$ cat config.mk
export PLATFORM = sky130hd
export DESIGN_NAME = ehl_word_serializer
export DESIGN_NICKNAME = d
export VERILOG_FILES = /design/src/rtl/ehl_word_serializer.sv
export SDC_FILE = /design/constraint.sdc
export NUM_CORES = 1
export LEC_CHECK = 0
export ABC_AREA = 1
export BUFFER_PORTS_ARGS = -buffer_cell sky130_fd_sc_hd__buf_2
export CAP_MARGIN = 20
export CORE_ASPECT_RATIO = 2
export CORE_MARGIN = 8
export CORE_UTILIZATION = 58
export CTS_CLUSTER_DIAMETER = 60
export DETAILED_ROUTE_END_ITERATION = 6
export GPL_TIMING_DRIVEN = 0
export HOLD_SLACK_MARGIN = 0.05
export PLACE_DENSITY_LB_ADDON = 0.2
export SYNTH_ARGS = -nofsm -noshare
export SYNTH_HDL_FRONTEND = slang
export SYNTH_SLANG_ARGS = --single-unit
$ cat constraint.sdc
create_clock -name clk -period 4.6 [get_ports clk]
set_input_delay 1.38 -clock clk [delete_from_list [all_inputs] [get_ports clk]]
set_output_delay 1.38 -clock clk [all_outputs]
set_load 0.02 [all_outputs]
$ cat src/rtl/ehl_word_serializer.sv
// ehl_word_serializer
//   Streams a BYTE_CNT-byte word out one byte per cycle, MSB byte first
//   (big-endian) or LSB byte first (little-endian), chosen per word.
//   Valid/ready on both sides; a new word may be accepted in the same
//   cycle the last byte of the current word is taken, so back-to-back
//   words stream with no idle cycle.
//
// Ports
//   clk          rising-edge clock
//   rst          synchronous reset, active-high
//   s_valid      input word valid
//   s_ready      input word accepted when s_valid & s_ready (combinational)
//   s_data       input word, BYTE_CNT*8 bits
//   s_big_endian 1: MSB byte first, 0: LSB byte first; sampled with s_data
//   m_valid      output byte valid
//   m_ready      downstream accepts byte when m_valid & m_ready
//   m_data       output byte
//   m_last       final byte of the current word
//   busy         a word is held (state SEND)
module ehl_word_serializer #(
  parameter int BYTE_CNT = 4
) (
  input  logic                  clk,
  input  logic                  rst,
  input  logic                  s_valid,
  output logic                  s_ready,
  input  logic [BYTE_CNT*8-1:0] s_data,
  input  logic                  s_big_endian,
  output logic                  m_valid,
  input  logic                  m_ready,
  output logic [7:0]            m_data,
  output logic                  m_last,
  output logic                  busy
);

  localparam int W     = BYTE_CNT * 8;
  localparam int IDX_W = (BYTE_CNT > 1) ? $clog2(BYTE_CNT) : 1;
  localparam logic [IDX_W-1:0] LAST_IDX = IDX_W'(BYTE_CNT - 1);

  typedef enum logic {
    IDLE = 1'b0,
    SEND = 1'b1
  } state_t;

  state_t           state;
  logic [IDX_W-1:0] idx;
  logic [W-1:0]     word;
  logic             big;

  // Byte at position i of word w in transmit order.
  function automatic logic [7:0] pick(input logic [W-1:0] w,
                                      input logic big_sel,
                                      input logic [IDX_W-1:0] i);
    int           pos;
    logic [W-1:0] sh;
    pos = big_sel ? (BYTE_CNT - 1 - int'(i)) : int'(i);
    sh  = w >> (8 * pos);
    return sh[7:0];
  endfunction

  logic             xfer;
  logic             advance;
  logic             done;
  logic             accept;
  logic [IDX_W-1:0] idx_next;
  logic [7:0]       first_byte;

  always_comb begin
    // NOTE: every always_comb output gets an unconditional value first so
    // no path through the block can leave it unassigned and infer a latch.
    xfer       = m_valid & m_ready;
    advance    = xfer & ~m_last;
    done       = xfer & m_last;
    // The only route from m_ready to s_ready is the last-byte handoff.
    s_ready    = ~rst & ((state == IDLE) | done);
    accept     = s_valid & s_ready;
    idx_next   = idx + IDX_W'(1);
    first_byte = pick(s_data, s_big_endian, '0);
  end

  // NOTE: state uses non-blocking assignments so every register samples
  // the pre-edge values regardless of statement order.
  always_ff @(posedge clk) begin
    if (rst) begin
      // The word register is cleared too, so nothing of an aborted word
      // can reappear on m_data.
      state   <= IDLE;
      idx     <= '0;
      word    <= '0;
      big     <= 1'b0;
      m_valid <= 1'b0;
      m_data  <= '0;
      m_last  <= 1'b0;
      busy    <= 1'b0;
    end else begin
      if (accept) begin
        // Covers both the IDLE accept and the no-bubble handoff in SEND.
        state   <= SEND;
        word    <= s_data;
        big     <= s_big_endian;
        idx     <= '0;
        m_valid <= 1'b1;
        busy    <= 1'b1;
        m_data  <= first_byte;
        m_last  <= (LAST_IDX == '0);
      end else begin
        case (state)
          IDLE: begin
            m_valid <= 1'b0;
            busy    <= 1'b0;
          end
          SEND: begin
            if (advance) begin
              idx    <= idx_next;
              m_data <= pick(word, big, idx_next);
              m_last <= (idx_next == LAST_IDX);
            end else if (done) begin
              state   <= IDLE;
              m_valid <= 1'b0;
              busy    <= 1'b0;
              m_last  <= 1'b0;
            end
          end
          default: state <= IDLE;
        endcase
      end
    end
  end

endmodule

==> results.cfg <==
[global_route]
grt_remaining_overflow = 0
maximum_number_of_pins_on_one_net_before_global_route_repair = 14
grt_resource_usage_total_pct = 22.0
grt_first_pass_wirelength_mm = 10.5
first_global_vias = 2300
grt_antenna_before_repair = 0

[cells_and_area]
syn_to_final_growth_pct = 17.5
layout.cells.non_filler = 424
filler_cell_count = 363
antenna_cells_inserted = 0
num-nets-final = 410
drive_gt1_share_pct = 19.3

[clock_tree]
cts_tree = yes
cts.clk_slew.worst_paths_ns = 0.08
ctsHoldBuffers = 0
cts.repair_timing.setup_buffer_count = 0
cts_max_path_buffers = 2
cts_inserted_buffers = 5
clock_sink_count = 46
post_cts.resized_instances = 0
cts-htree-levels = 2
cts.root.buffer_cell = clkbuf_8
clk_latency_ns = 0.30

[power_and_ir_drop]
power_density_nw_per_um2 = 311
totalPowerFinal_uw = 806
leakage_nw = 1.23
ir_drop_mv = 0.308

[logic_synthesis]
mapped_cell_area_um2 = 2210
library_cell_occupying_the_most_area_in_the_post_synthesis_netlist = dfxtp_1
yosys-top-cells-count = 74 x nand3_1, 58 x nand2_1, 55 x inv_1
syn-mean-instance-area_um2 = 6.91
synth_top_flop_cell = dfxtp_1
synth.most_common_cell = nand3_1
netlist_instances = 319
synth_enable_flop_cells = 0
synth.ff_latch_count = 46
ys_seq_area_share_pct = 41.7
postSynth.asyncResetShare_pct = 0
yosys.cell_types.count = 23
yosysTopAreaCellShare_pct = 41.7
postSynthNetCount = 357
ys_top_cells_by_area = dfxtp_1 42%, nand3_1 17%, nand2_1 9.9%
yosysWarnings = 0

[worst_setup_path]
critPathLaunchType = primary input
worst_r2r_path_depth = 7
critPathCaptureType = output port
critical_path.reg2reg.startpoint = idx[0]$_SDFFE_PP0P_
arrival_ns = 2.40
timing_worst_setup_path_type = primary input to output port
critical_path_fanouts_max = 10
regToRegSetupSlack_ns = 2.43
rr_endpoint = m_data[0]$_SDFFE_PP0P_
cp.required_ns = 3.22

[routing]
vias = 2262
routed_wire_length_mm = 6.15
antenna_left = 0
drt_iter0_drc = 98
firstDrtPassIters = 4
post_drt_via_cell_ratio = 5.33
wl_per_cell_um = 14.5
post-route-drc-count = 0

[floorplan]
core.rowCount = 32
chipHeight_um = 103
io-pin-count = 49
core_area_um2 = 3760
floorplan.initialDensity_pct = 58.6
die_area_um2 = 6150
die_w_um = 59.6

[min_path]
min-delay-start = word[24]$_SDFFE_PP0P_
worstHoldPathCells = 2
hp-class = register to register
hold-path-endpoint = word[24]$_SDFFE_PP0P_

[sta]
hold_violations = 0
rsz_0062_raised_after_global_routing = false
fin_tns_setup_ns = 0
max_slew_margin_pct = 54.1
final.setup_skew_ns = 0.00581
setup_slack_ns = 0.818
layout_worst_path_cycle_share_pct = 82.2
total_setup_violations_reported_at_the_end_of_the_flow = 0
slew_viol_final = 0
finalCriticalPeriod_ns = 3.78
fmax_mhz = 264
actual_slew_at_the_worst_max_slew_pin_ns = 0.683

[place]
detailedPlacementHpwl_mm = 4.63
routabilityCongestion = 0.939
placedCellCount = 416
placement.setup.worst_slack_ns = 0.825
placement.io_buffers = 46

[outcome]
run_status = finished clean

[flow_run]
max_cap_viol_count = 0
-- flip-flops by register name, summed over array words and instances, names as in the netlist --
| signal | cells |
|---|---|
| m_data | 8 |
| state | 1 |
| idx | 2 |
| word | 32 |
| big | 1 |
| busy | 1 |
| m_last | 1 |
-- worst max-delay path: stages --
cell and delay (ns):
buf_2 0.10, nand2_1 0.05, nand2_1 0.09, nand2_1 0.11
nor2_4 0.20, buf_2 0.25, buf_2 0.20
-- where the power goes --
group	switching, mW	internal, mW	leakage, nW
Clock	0.133	0.121	0.0482
Combinational	0.0826	0.0443	0.804
Sequential	0.00746	0.417	0.375
Total	0.223	0.583	1.23
-- final cells by class --
type                       count  area, um^2  area share (%)
inverter                      57         214            8.26
multi-input combinational    197         980            37.8
timing repair buffer          46         230            8.88
clock buffer                   7        86.3            3.33
tap                           51        63.8            2.46
sequential                    46         921            35.5
buffer                        19        91.3            3.52
clock inverter                 1        5.00           0.193
-- worst max path at each step --
stage,start,end,slack (ns),cells after the start
3_5_place_dp,m_ready,s_ready,0.83,7
2_1_floorplan,m_ready,s_ready,1.23,5
5_1_grt,m_ready,s_ready,0.75,7
6_report,m_ready,s_ready,0.82,7
3_3_place_gp,m_ready,s_ready,0.85,7
4_1_cts,m_ready,s_ready,0.82,7
-- cells in the final DEF (no fill, tap or decap), drive strengths merged --
cell / n
nand3: 74
nand2: 61
buf: 57
inv: 56
dfxtp: 46
o21ai: 36
clkbuf: 15
a21oi: 10
o22ai: 8
nor2: 3
nand4: 2
clkinv: 2
xor2: 1
xnor2: 1
ha: 1
-- per-layer routing --
metal	share of wire [%]	wire (um)	up-vias	GRT usage, %
li1	-	-	1131	-
met1	39	2410	1024	25.3
met4	3.1	193	0	11.5
met3	6.1	376	14	3.72
met5	0	0	-	0
met2	52	3170	93	37.2
-- logic make-up (layout without fill, tap and decap cells) --
group | Yosys count | after routing | synth area share (%)
buffers and inverters | 76 | 130 | 13.8
AND/OR/NAND/NOR | 140 | 140 | 29.7
flip-flops | 46 | 46 | 41.7
AO/OA/AOI/OAI | 54 | 54 | 13.0
adder cells (fa/ha/maj) | 1 | 1 | 0.567
XOR/XNOR | 2 | 2 | 1.13
-- per-stage QoR --
| stage | area (um^2) | hold WS [ns] | util, % |
|---|---|---|---|
| finish | 2590 | 0.481 | 68.8 |
| detailed placement | 2500 | 0.466 | 66.4 |
| global route | 2590 | 0.508 | 68.8 |
| CTS | 2590 | 0.480 | 68.8 |
| global placement | 2500 | 0.459 | 66.4 |
| floorplan | 2210 | 0.450 | - |
Power figures use the tool's default switching activity.
